`src/rtl/slot_index_pool.sv`:
```
// slot_index_pool
//
// Allocator for a 64-slot shared resource pool. A busy mask tracks which
// slots are owned. The lowest free slot is pre-reserved into an offer
// register and presented on a valid/ready port. Two independent free ports
// return slots. Each returned index is decoded to a one-hot clear of the
// busy mask. Illegal returns are rejected and flagged.
//
// Ports
//   clk, rst      clock, synchronous active-high reset
//   alloc_valid   offer register holds a reserved slot index
//   alloc_idx     offered slot index
//   alloc_ready   consumer takes alloc_idx this cycle
//   free0_valid   return request on port 0; free0_idx is the slot returned
//   free1_valid   return request on port 1; free1_idx is the slot returned
//   free_count    number of clear bits in the busy mask (0..64)
//   hasany_free   free_count is non-zero
//   err_free      one-cycle pulse after a cycle that carried an illegal free
//
// Parameter
//   RESERVED_MASK slots that are busy from reset and can never be
//                 allocated or freed
module slot_index_pool #(
  parameter logic [63:0] RESERVED_MASK = 64'h0
) (
  input  logic       clk,
  input  logic       rst,
  output logic       alloc_valid,
  output logic [5:0] alloc_idx,
  input  logic       alloc_ready,
  input  logic       free0_valid,
  input  logic [5:0] free0_idx,
  input  logic       free1_valid,
  input  logic [5:0] free1_idx,
  output logic [6:0] free_count,
  output logic       hasany_free,
  output logic       err_free
);

  function automatic logic [6:0] count_zeros(input logic [63:0] m);
    logic [6:0] n;
    n = 7'd0;
    for (int i = 0; i < 64; i++) begin
      if (!m[i]) n = n + 7'd1;
    end
    return n;
  endfunction

  localparam logic [6:0] RESET_FREE = count_zeros(RESERVED_MASK);

  logic [63:0] busy_q, busy_d;
  logic        alloc_valid_q, alloc_valid_d;
  logic [5:0]  alloc_idx_q, alloc_idx_d;
  logic [6:0]  free_count_q, free_count_d;
  logic        err_free_q, err_free_d;

  logic        scan_found;
  logic [5:0]  scan_idx;
  logic        legal0, legal1;
  logic        handshake, load, took;
  logic [63:0] set_mask, clr_mask;

  // Lowest-index priority encoder over clear bits of the current mask.
  // Iterating downward lets the lowest hit overwrite higher ones.
  always_comb begin
    scan_found = 1'b0;
    scan_idx   = 6'd0;
    for (int i = 63; i >= 0; i--) begin
      if (!busy_q[i]) begin
        scan_found = 1'b1;
        scan_idx   = 6'(i);
      end
    end
  end

  // A free is legal only if it returns an owned slot: the bit is set, the
  // slot is not reserved, and it is not the slot sitting in the offer
  // register (which the consumer does not own yet). When both ports name
  // the same slot, port 1 loses and counts as a double free.
  always_comb begin
    legal0 = free0_valid & busy_q[free0_idx] & ~RESERVED_MASK[free0_idx]
           & ~(alloc_valid_q & (free0_idx == alloc_idx_q));
    legal1 = free1_valid & busy_q[free1_idx] & ~RESERVED_MASK[free1_idx]
           & ~(alloc_valid_q & (free1_idx == alloc_idx_q))
           & ~(free0_valid & (free1_idx == free0_idx));
  end

  always_comb begin
    handshake     = alloc_valid_q & alloc_ready;
    load          = ~alloc_valid_q | handshake;
    took          = load & scan_found;
    set_mask      = 64'd0;
    clr_mask      = 64'd0;
    alloc_valid_d = alloc_valid_q;
    alloc_idx_d   = alloc_idx_q;

    // The scan uses the pre-edge mask, so a slot freed at this edge is
    // only visible to the scan at the following edge.
    if (load) begin
      alloc_valid_d = scan_found;
      if (scan_found) begin
        alloc_idx_d = scan_idx;
        set_mask    = 64'd1 << scan_idx;
      end
    end

    if (legal0) clr_mask = clr_mask | (64'd1 << free0_idx);
    if (legal1) clr_mask = clr_mask | (64'd1 << free1_idx);

    // Set and clear never target the same bit: the scan only picks clear
    // bits while a legal free only targets set bits.
    busy_d = (busy_q | set_mask) & ~clr_mask;

    free_count_d = free_count_q + 7'(legal0) + 7'(legal1) - 7'(took);
    err_free_d   = (free0_valid & ~legal0) | (free1_valid & ~legal1);
  end

  always_ff @(posedge clk) begin
    if (rst) begin
      busy_q        <= RESERVED_MASK;
      alloc_valid_q <= 1'b0;
      alloc_idx_q   <= 6'd0;
      free_count_q  <= RESET_FREE;
      err_free_q    <= 1'b0;
    end else begin
      busy_q        <= busy_d;
      alloc_valid_q <= alloc_valid_d;
      alloc_idx_q   <= alloc_idx_d;
      free_count_q  <= free_count_d;
      err_free_q    <= err_free_d;
    end
  end

  assign alloc_valid = alloc_valid_q;
  assign alloc_idx   = alloc_idx_q;
  assign free_count  = free_count_q;
  assign hasany_free = (free_count_q != 7'd0);
  assign err_free    = err_free_q;

endmodule

```
`config.mk`:
```
export PLATFORM = sky130hd
export DESIGN_NAME = slot_index_pool
export DESIGN_NICKNAME = d
export VERILOG_FILES = /design/src/rtl/slot_index_pool.sv
export SDC_FILE = /design/constraint.sdc
export NUM_CORES = 1
export LEC_CHECK = 0
export CORE_MARGIN = 4
export CORE_UTILIZATION = 45
export CTS_CLUSTER_SIZE = 28
export DETAILED_ROUTE_END_ITERATION = 10
export GPL_TIMING_DRIVEN = 0
export SLEW_MARGIN = 20
export SYNTH_ARGS = -nofsm -noshare
export SYNTH_HDL_FRONTEND = slang
export SYNTH_SLANG_ARGS = --single-unit
```
`constraint.sdc`:
```
create_clock -name clk -period 4.1 [get_ports clk]
set_input_delay 0.615 -clock clk [delete_from_list [all_inputs] [get_ports clk]]
set_output_delay 0.615 -clock clk [all_outputs]
set_load 0.01 [all_outputs]
```
After elaboration in Yosys (flattened, before gate mapping)
Memory sizes are Yosys's and may differ from the RTL's.
Cells that the tools add are included.

storage, ports and cells
  flip-flop bits (word level) = 79
  bits in latches = 0
  RAM bits = 0
  bits in read-only memories = 128
  bits of input ports = 17
  word-level logic and storage cells = 186
  memories = 2

operators by class
  add/sub/neg operators = 3
  $mul = 0
  div/mod/pow operators = 0
  order comparisons = 2
  equal/unequal tests = 3
  shift-type cells = 3
  muxes and demuxes = 138
  bitwise logic cells = 28
  reductions and logical operators = 2

memory list
  memory            words  bits a word  read ports  clocked after Yosys merged registers in  wr ports  RTL line  RTL
  (name not given)  64     1            1           0                                        0         83        legal1 = free1_valid & busy_q[free1_idx] & ~RESERVED_MASK[free1_idx]
  (name not given)  64     1            1           0                                        0         81        legal0 = free0_valid & busy_q[free0_idx] & ~RESERVED_MASK[free0_idx]

operator list
  kind                    number
  $mux W6                 64
  $mux W64                4
  $shl A1 B6 Y64 const A  3
  $or A64 B64 Y64         2
  $mux W1                 68
  $and A64 B64 Y64        1
  $not A64 Y64            1
  $eq A6 B6 Y1            3
  $add A7 B1 Y7           2
  $and A1 B1 Y1           14
  $lt A6 B7 Y1 const B    2
  $bmux W1 S6             2
  $not A1 Y1              8
  $reduce_bool A7 Y1      1
  $sub A7 B1 Y7           1
  $or A1 B1 Y1            2
  $reduce_and A2 Y1       1

Longest topological paths before layout
  depth after elaboration = 69
  gate-level depth with buffers = 19

Worst setup path after synthesis
No wires, ideal clock.

  path kind = input to register
  from = in free0_idx[0]
  to = reg free_count_q[6] (netlist: free_count[6])
  setup time = 0.121 ns
  arrival time = 3.741 ns
  required time = 3.979 ns
  path slack = 0.238 ns
  stages on the path = 17
  path buffers = 2
  path through = buf_6 -> buf_12 -> mux4_1 -> mux2i_1 -> mux4_2 -> o21a_1 -> ha_1 -> inv_1 -> fa_1 -> fa_1 -> a21oi_1 -> o21bai_1 -> a21oi_1 -> nor2_1 -> nor2_1 -> xnor2_1 -> nand2_1

between the ends
  word-level cells in the longest chain between the ends = 8
  elaborated cells between the ends (all ways) = 18

RTL lines
  what                                                  RTL line  RTL
  from (decl)                                           32        input logic [5:0] free0_idx,
  $mem_v2 Z64 W1 / $bmux W1 S6 (equally long branches)  --
  $mux W1 (implied by the code)                         81
  $not A1 Y1 / $and A1 B1 Y1 (equally long branches)    81
  $and A1 B1 Y1                                         81
  $and A1 B1 Y1                                         82        & ~(alloc_valid_q & (free0_idx == alloc_idx_q));
  $add A7 B1 Y7                                         114       free_count_d = free_count_q + 7'(legal0) + 7'(legal1) - 7'(took);
  $add A7 B1 Y7 *                                       114
  $sub A7 B1 Y7 *                                       114
  to (signal assigned)                                  129       free_count_q <= free_count_d;
  to (decl)                                             54        logic [6:0] free_count_q, free_count_d;

Every way passes the cells marked *; elsewhere a longest branch is shown, timed or not. The select of a mux whose other input is x is not followed.
A chain may end at the register's enable or synchronous reset.

Worst setup path in the final report
  from = in free0_idx[1]
  to = reg free_count_q[6] (netlist: free_count[6])

The elaborated chain is that of the path after synthesis.

==> flow_metrics.tcl <==
set metrics [dict create \
    status "complete, no violations" \
    crit_arrival_ns 4.11 \
    avgSynthCellArea_sq_um 8.87 \
    nets 806 \
    ant_nets 0 \
    fin_tns_setup_ns 0 \
    critPathMaxFanout 10 \
    yosys.area.top_type "dfxtp_1" \
    synth_cell_types 81 \
    ys_top_cells_by_area "dfxtp_1, mux4_2, mux4_1, nor2_1, a31oi_1" \
    synth_top_area_share 0.241 \
    ys_warn_count 0 \
    grt_first_pass_wirelength_microns 43900 \
    relSlewSlack 0.405 \
    startpoint_type "input port" \
    vdd_drop_max_mv 0.297 \
    worstMarginPinSlew_ns 0.892 \
    synthFlopType "dfxtp_1" \
    antenna_found_initial 0 \
    drv_cap 0 \
    end_kind "register" \
    io_buffers 24 \
    hold_path_depth 2 \
    layout-drive-gt1-share 0.167 \
    dp.cells 946 \
    io_pins 33 \
    final_common_cell "nor2_1" \
    row_count 43 \
    met3_usage 0.123 \
    grt_util_met1 0.471 \
    regToRegSetupSlack_ns 0.31 \
    worstSetupPathType "in -> reg" \
    drtPass1Iterations 5 \
    start_util 0.466 \
    reg2reg_depth 15 \
    slew_violations 0 \
    cts.reportedPaths.clkPinSlew_ns 0.06 \
    synth_edf_count 0 \
    drt_drc_violations_left 0 \
    overflow 0 \
    power.density_mw_per_mm2 309 \
    wl_per_cell_microns 31.1 \
    timing.final.hold_violations 0 \
    grt_most_used_layer "met2" \
    area_growth_pct 13.4 \
    synth_area_sq_mm 0.00657 \
    cts_tree "done" \
    dieWidth_microns 129 \
    utilization 0.529 \
    period_minus_slack_ns 3.90 \
    grt_pass1_vias 6694 \
    drt_iter0_markers 1044 \
    die_y_microns 129 \
    r2r-end "free_count[6]" \
    rsz0062_at_grt "no" \
    cp-startpoint "free0_idx[1]" \
    dp_slack_ns -0.591 \
    n_antenna_cell 0 \
    clock_skew_ns 0.0102 \
    cts.sinks 79 \
    ys_seq_area_frac 0.241 \
    finalPower_mw 2.30 \
    r2r-start "busy_q[42]" \
    crit_slowest_cell "mux4_2" \
    worst_ep_required_time_ns 4.32 \
    period_share 0.951 \
    cp_cell_sequence "buf_4 -> buf_6 -> mux4_2 -> mux2i_1 -> mux4_2 -> o21a_1 -> ha_1 -> inv_1 -> fa_2 -> fa_2 -> a21oi_1 -> o21bai_1 -> a21oi_1 -> nor2_1 -> nor2_1 -> xnor2_1 -> nand2_1" \
    core-area_sq_mm 0.0141 \
    die-area_sq_mm 0.0166 \
    yosys_register_bits 79 \
    final_cell_mix "nor2_1, dfxtp_1, a31oi_1" \
    leakage_nw 2.38 \
    insertion_delay_ns 0.35 \
    track_usage 0.361 \
    totalWireLength_microns 30000 \
    vias_per_cell 7.34 \
    synth_cells 741 \
    crit_path_max_incr_delay_ns 0.56 \
    clockBufferDepth 2 \
    route.vias.total 7077 \
    fillers 1331 \
    setup_viol 0 \
    numCtsBuffers 9 \
    use_met2 0.533 \
    dp_hpwl_microns 21800 \
    fin_ws_ns 0.202 \
    hold_path_class "in -> reg" \
    grt_max_degree 14 \
    endpoint "free_count[6]" \
    syn_nets 768 \
    htreeDepth 3 \
    synthArstFlopShare 0 \
    fin_cells 964 \
    fmax_ghz 0.257 \
    gp_congestion 1.09 \
    cts-root-buf "clkbuf_16" \
]
routing by layer:
metal,wire length [microns],up-vias
met5,52,-
met4,1600,2
met3,3740,109
met2,12800,527
met1,11700,3449
li1,-,2990
critical path: cells and delay by family:
family	cells	cell delay (ns)
adders and majority gates	3	1.03
AOI/OAI and AO/OA	4	0.64
buffers and inverters	3	0.50
and+or+nand+nor	3	0.25
xor gates and xnor gates	1	0.13
muxes	3	0.95
registers in the layout, indices dropped and copies added (netlist names):
signal       count
alloc_idx        6
alloc_valid      1
busy_q          64
err_free         1
free_count       7
area by class of cell:
| class | count | area, sq um | area share |
|---|---|---|---|
| Clock inverter | 5 | 81.3 | 0.0109 |
| Sequential cell | 79 | 1590 | 0.213 |
| Multi-Input combinational cell | 577 | 4500 | 0.604 |
| Timing Repair Buffer | 29 | 279 | 0.0374 |
| Tap cell | 180 | 225 | 0.0302 |
| Buffer | 61 | 454 | 0.0609 |
| Clock buffer | 11 | 243 | 0.0326 |
| Inverter | 22 | 82.6 | 0.0111 |
kinds of logic after synthesis:
family / Yosys count / share of synthesized area
xor+xnor: 23 / 0.0306
flops: 79 / 0.241
mux: 51 / 0.150
buf+inv: 85 / 0.0809
compound gates: 197 / 0.237
simple gates: 296 / 0.240
fa+ha+maj: 10 / 0.0213
how the worst min path moves through the flow:
stage	start	to
after floorplan	busy_q[52]	busy_q[52]
after global placement	busy_q[36]	busy_q[36]
after detailed placement	alloc_idx[2]	alloc_idx[2]
after CTS	rst	busy_q[20]
after global routing	rst	busy_q[20]
final	rst	busy_q[20]
cell usage after synthesis, types with 4 or more instances:
cell and count:
o221ai_1 5, ha_1 8, clkbuf_8 5, nand2b_1 12
mux2_2 5, a41oi_1 8, buf_6 10, a21oi_1 22
a211oi_1 8, buf_1 4, nor3_2 7, nand4_1 22
o21a_1 4, o221a_1 6, and3_1 8, nor4_1 9
inv_1 22, a2111oi_2 11, mux4_1 15, o32ai_1 6
buf_2 14, nor2b_1 13, a2111oi_1 16, nand2_1 42
o21ai_0 10, and4_1 13, o21ai_1 4, mux4_2 18
xor2_1 4, a31oi_1 46, buf_4 5, mux2i_1 13
dfxtp_1 79, a2111oi_0 11, nand3_1 23, o22ai_1 7
nor3_1 30, nor2_1 92, clkbuf_1 21, xnor2_1 19
what timing repair did:
item	CTS	global route
buffers inserted	4	0
setup endpoints to repair	1	1
gates cloned	0	0
resized for setup	6	20
hold buffers	0	0
pin swaps	2	1
report_power, final:
| part | internal, mW | switching (mW) | total, mW |
|---|---|---|---|
| Clock | 0.551 | 0.347 | 0.897 |
| Sequential | 0.801 | 0.0310 | 0.832 |
| Combinational | 0.249 | 0.326 | 0.575 |
| Total | 1.60 | 0.704 | 2.30 |
per-stage QoR:
stage	instance area, sq um	hold WS (ns)
6_report	7450	0.581
5_1_grt	7450	0.595
4_1_cts	7420	0.566
3_3_place_gp	7040	0.557
3_5_place_dp	7050	0.566
2_1_floorplan	6570	0.508
Note: power is estimated with default switching activity, not from simulation.
==> variant 1, RTL diff (config.mk and constraints unchanged) <==
Register the output `free_count` once more, without a reset; this adds one clock of latency there. The other outputs are not delayed to match.
--- a/src/rtl/slot_index_pool.sv
+++ b/src/rtl/slot_index_pool.sv
@@ -134,5 +134,7 @@
   assign alloc_valid = alloc_valid_q;
   assign alloc_idx   = alloc_idx_q;
-  assign free_count  = free_count_q;
+  always_ff @(posedge clk) begin
+    free_count <= free_count_q;
+  end
   assign hasany_free = (free_count_q != 7'd0);
   assign err_free    = err_free_q;
Check against the original RTL: not equivalent (Yosys sat finds a counterexample within 4 cycles, from zero or initial values and one cycle with rst high).
==> variant 1 against the original RTL <==
Worst setup slack gained 59 ps; first-iteration DRC count is essentially flat; die area shrank 1.5%; synthesized area shrank 1.6%; clock power shrank 8.4%; final area grew 1.0%; combinational power grew 2%; core utilization grew 0.95 points; power grew 1.4%; wire length shrank 9.2%; sequential share of layout area grew 1.8 points; sequential cell count grew 7; count of clock-buffer cells in the layout grew 1; final cell count grew 4.4%; critical path type unchanged; critical endpoint is now free_count_q[6].
==> variant 1: results (changes against the original RTL) <==
- Total Wirelength: 27.2 mm (-9.2%)
- 1st-pass router iterations: 6 (+1)
- Worst Hold Class: reg -> reg
- Ys async rst share: 0 (unchanged)
- Static leakage: 2.35 nW (-1.3%)
- Routability cong.: 1.01 (-8.0%)
- DRT met1 WL: 11.2 mm (-4.5%)
- Highest Signal Layer: met4
- Vias in the first global route: 7036 (+5.1%)
- Worst VDD drop: 343 µV (+15%)
- Post-synthesis xor/xnor area fraction: 0.0325 (+0.00185)
- 1st-iter DRT viols: 1045 (+0.096%)
- Area contributors post-synth: dfxtp_1 (27%), mux4_2 (8.0%), a31oi_1 (5.5%)
- First-pass GRT wire length: 41.4 mm (-5.7%)
- DIE AREA: 16400 µm² (-1.5%)
- NetSw: 0.714 mW (+1.5%)
- Length of routed met2 wiring: 11.4 mm (-11%)
- Fin nets: 848 (+5.2%)
- Clock power frac: 0.352 (-0.037)
- Top delay family on crit path: simple AND/OR/NAND/NOR gates
- Mapped Nets: 802 (+4.4%)
- Area share of fa/ha/maj cells after synthesis: 0.0217 (+0.000342)
- Top post-synthesis cells by count: nor2_1 (87), dfxtp_1 (86), a31oi_1 (57)
- Relative slew margins: 0.397 (-0.00833)
- Post-DP HPWL: 20.4 mm (-6.3%)
- Placed instance area: 6930 µm² (-1.7%)
- Sequential power: 0.928 mW (+12%)
- Largest family of logic cells by synthesized area: compound AO/OA/AOI/OAI gates
- Sequential element share of the synthesized area: 0.266 (+0.0255)
- Post-synthesis mux area share: 0.120 (-0.0295)
- Buffers on Ports: 23 (-4.2%)
- Status: complete, no violations
- Share of cells above drive strength 1: 0.164 (-0.00346)
-- variant 1: worst paths after layout --
kind,from,to,slack (ps),cells past startpoint
min,free_count_q[3],free_count[3],370,0
max,free1_idx[1],free_count_q[6],260,17
max reg2reg,busy_q[46],free_count_q[6],260,16
min reg2reg,free_count_q[3],free_count[3],370,0
-- variant 1: layer usage --
metal  vias to the layer above  global-route usage
li1                       3146                   -
met1                      3579               0.458
met2                       509               0.480
met3                        93              0.0792
met4                         0               0.174
met5                         -                   0
-- variant 1: cell families (layout without fill, tap and decap cells) --
kind of cell / Yosys count / in the layout
fa+ha+maj: 10 / 10
mux: 44 / 44
other cells: 0 / 1
simple gates: 306 / 306
flops: 86 / 86
compound gates: 223 / 223
buf+inv: 82 / 132
xor+xnor: 24 / 24
-- variant 1: final cells by class --
type | instances | area, µm²
fill | 1379 | 6460
multi-input combinational | 607 | 4530
sequential | 86 | 1740
buffer | 58 | 334
timing repair buffer | 36 | 325
clock buffer | 12 | 236
tap | 180 | 225
inverter | 23 | 86.3
clock inverter | 3 | 46.3
antenna | 1 | 2.50
-- variant 1: repair_timing --
| action | CTS | global route |
|---|---|---|
| hold endpoints to repair | 0 | 0 |
| resized for setup | 30 | 46 |
| buffers inserted | 5 | 8 |
| cloned | 0 | 0 |
| endpoints found under the setup margin | 6 | 1 |
| pin swaps | 4 | 14 |
-- variant 1: metrics by stage --
stage               setup WS (ps)  power [mW]  hold slack (ps)  utilization  cells
floorplan                    53.6        1.31              355            -    775
global placement             -991        1.48              363        0.495    978
detailed placement          -1010        1.49              367        0.495    978
CTS                          13.3        2.31              376        0.526    998
global route                 20.0        2.45              385        0.538   1005
finish                        262        2.34              374        0.538   1006
==> variant 2, RTL diff (same settings) <==
Without the edit above. The output `err_free` loses its register stage (`err_free_q` becomes a continuous assignment).
--- a/src/rtl/slot_index_pool.sv
+++ b/src/rtl/slot_index_pool.sv
@@ -122,5 +122,4 @@
       alloc_idx_q   <= 6'd0;
       free_count_q  <= RESET_FREE;
-      err_free_q    <= 1'b0;
     end else begin
       busy_q        <= busy_d;
@@ -128,7 +127,8 @@
       alloc_idx_q   <= alloc_idx_d;
       free_count_q  <= free_count_d;
-      err_free_q    <= err_free_d;
     end
   end
+
+  assign err_free_q = err_free_d;
 
   assign alloc_valid = alloc_valid_q;
Check against the original RTL: not equivalent (a bounded check fails within 4 cycles, from zero or initial values and one cycle with rst high).
==> variant 2 against the original RTL <==
Final area decreased by 3.1%; sequential cell count is 1 lower; via count about the same; synthesized area fell by 6.8%; final cell count rose by 0.21%; sequential power down 1%; power fell by 0.33%; wire length decreased by 7.0%; worst setup slack got worse by 62 ps; critical path depth is 1 lower; count of clock-buffer cells in the layout shrank 2; critical endpoint unchanged; largest cell class unchanged.
==> variant 2: results (changes against the original RTL) <==
- Status: complete, no violations
- Worst VDD drop: 215 µV (-28%)
- Gr usage total: 0.349 (-0.0122)
- R2R Setup Slk: 140 ps (-170 ps)
- Register bit total from synthesis: 78 (-1.3%)
- Detail-routed via count per cell: 7.33 (-0.18%)
- Worst Hold Class: reg -> reg
- Worst R2R Start: busy_q[20]
- Worst reg2reg path depth: 16 (+1)
- Worst-Margin Slew: 1020 ps (+129 ps)
- Multi-input gates: 584 (+1.2%)
- First-pass GRT wire length: 41.6 mm (-5.3%)
- Top post-synthesis cells by count: dfxtp_1 (78), nor2_1 (67), a31oi_1 (47), nand2_1 (47), nor3_1 (38)
- WS Path Type: reg -> reg
- Static leakage: 2.27 nW (-4.6%)
- Non-clk invs: 24 (+9.1%)
- Post-Place Cells: 939 (-0.74%)
- Sequential element share of the synthesized area: 0.255 (+0.0142)
- Mapped Nets: 767 (-0.13%)
- Routability cong.: 1.07 (-2.4%)
- Mean post-synth cell area: 8.28 µm² (-6.6%)
- Hold Crit Start: alloc_idx[1]
- WP data arrival: 4180 ps (+70 ps)
- Top delay family on crit path: compound AO/OA/AOI/OAI gates
- Setup WS pre-CTS: -1470 ps (-880 ps)
- 1st-pass router iterations: 6 (+1)
- # fillers: 1274 (-4.3%)
- Hold_ws: 529 ps (-51.7 ps)
- Area occupied by multi-input gates: 4400 µm² (-2.3%)
- Hold EP: alloc_idx[1]
- Buffers on Ports: 23 (-4.2%)
- Final clock-cell share: 0.0423 (-0.00121)
- Routed wire per std cell: 28.8 µm (-7.2%)
- Crit path max-delay cell type: mux4_2
- Seq/total area: 0.216 (+0.00316)
- CP Capture Point: free_count[6]
- Placed instance area: 6580 µm² (-6.6%)
- Register bank with the most flops: busy_q
- Share of cells above drive strength 1: 0.153 (-0.0139)
- Post-DP HPWL: 20.2 mm (-7.4%)
- Largest net degree at the start of global routing: 16 (+2)
- Total power per unit cell area: 318 nW/µm² (+2.8%)
- Area contributors post-synth: dfxtp_1 (25%), mux4_2 (9.6%), a31oi_1 (4.8%)
- Final-layout non-clock buffer area share: 0.0896 (-0.00882)
- Fin nets: 812 (+0.74%)
- DR vias: 7079 (+0.028%)
- Clkbuf count: 9 (-2)
- Vias in the first global route: 6674 (-0.30%)
- Non-clock buffers: 88 (-2.2%)
- Critical Path Max Stage Delay: 490 ps (-70 ps)
- Critical-path maximum fanout: 8 (-2)
- # Taps: 176 (-2.2%)
- 1st-iter DRT viols: 1036 (-0.77%)
- Synth unique cells: 72 (-11%)
[variant 2: cell types whose count changed after synthesis, moves of 10 or more]
cell and change:
a2111oi_2 -10, a211oi_1 +16, clkbuf_1 +10, mux4_1 -15
nor2_1 -25, o21ai_0 +12
[variant 2: logic make-up after synthesis]
logic type	share of synthesized area
simple gates	0.251
compound gates	0.260
buf+inv	0.0566
flops	0.255
mux	0.121
xor+xnor	0.0343
fa+ha+maj	0.0229
[variant 2: power by group]
part	switching [mW]	total [mW]	leakage, nW	internal, mW
sequential	0.0328	0.824	0.632	0.791
combinational	0.344	0.608	1.49	0.264
clock	0.382	0.865	0.149	0.482
[variant 2: timing repair]
item,CTS,global route
endpoints found under the setup margin,8,2
pin swaps,4,8
buffers inserted,5,7
gates resized for setup,35,32
[variant 2: metal layers]
metal  vias to the layer above  GRT usage  wire length (µm)
met5                         -          0                 0
met4                         0      0.172              1410
met3                       117      0.106              3710
met2                       543      0.511             11800
met1                      3412      0.465             10900
li1                       3007          -                 -
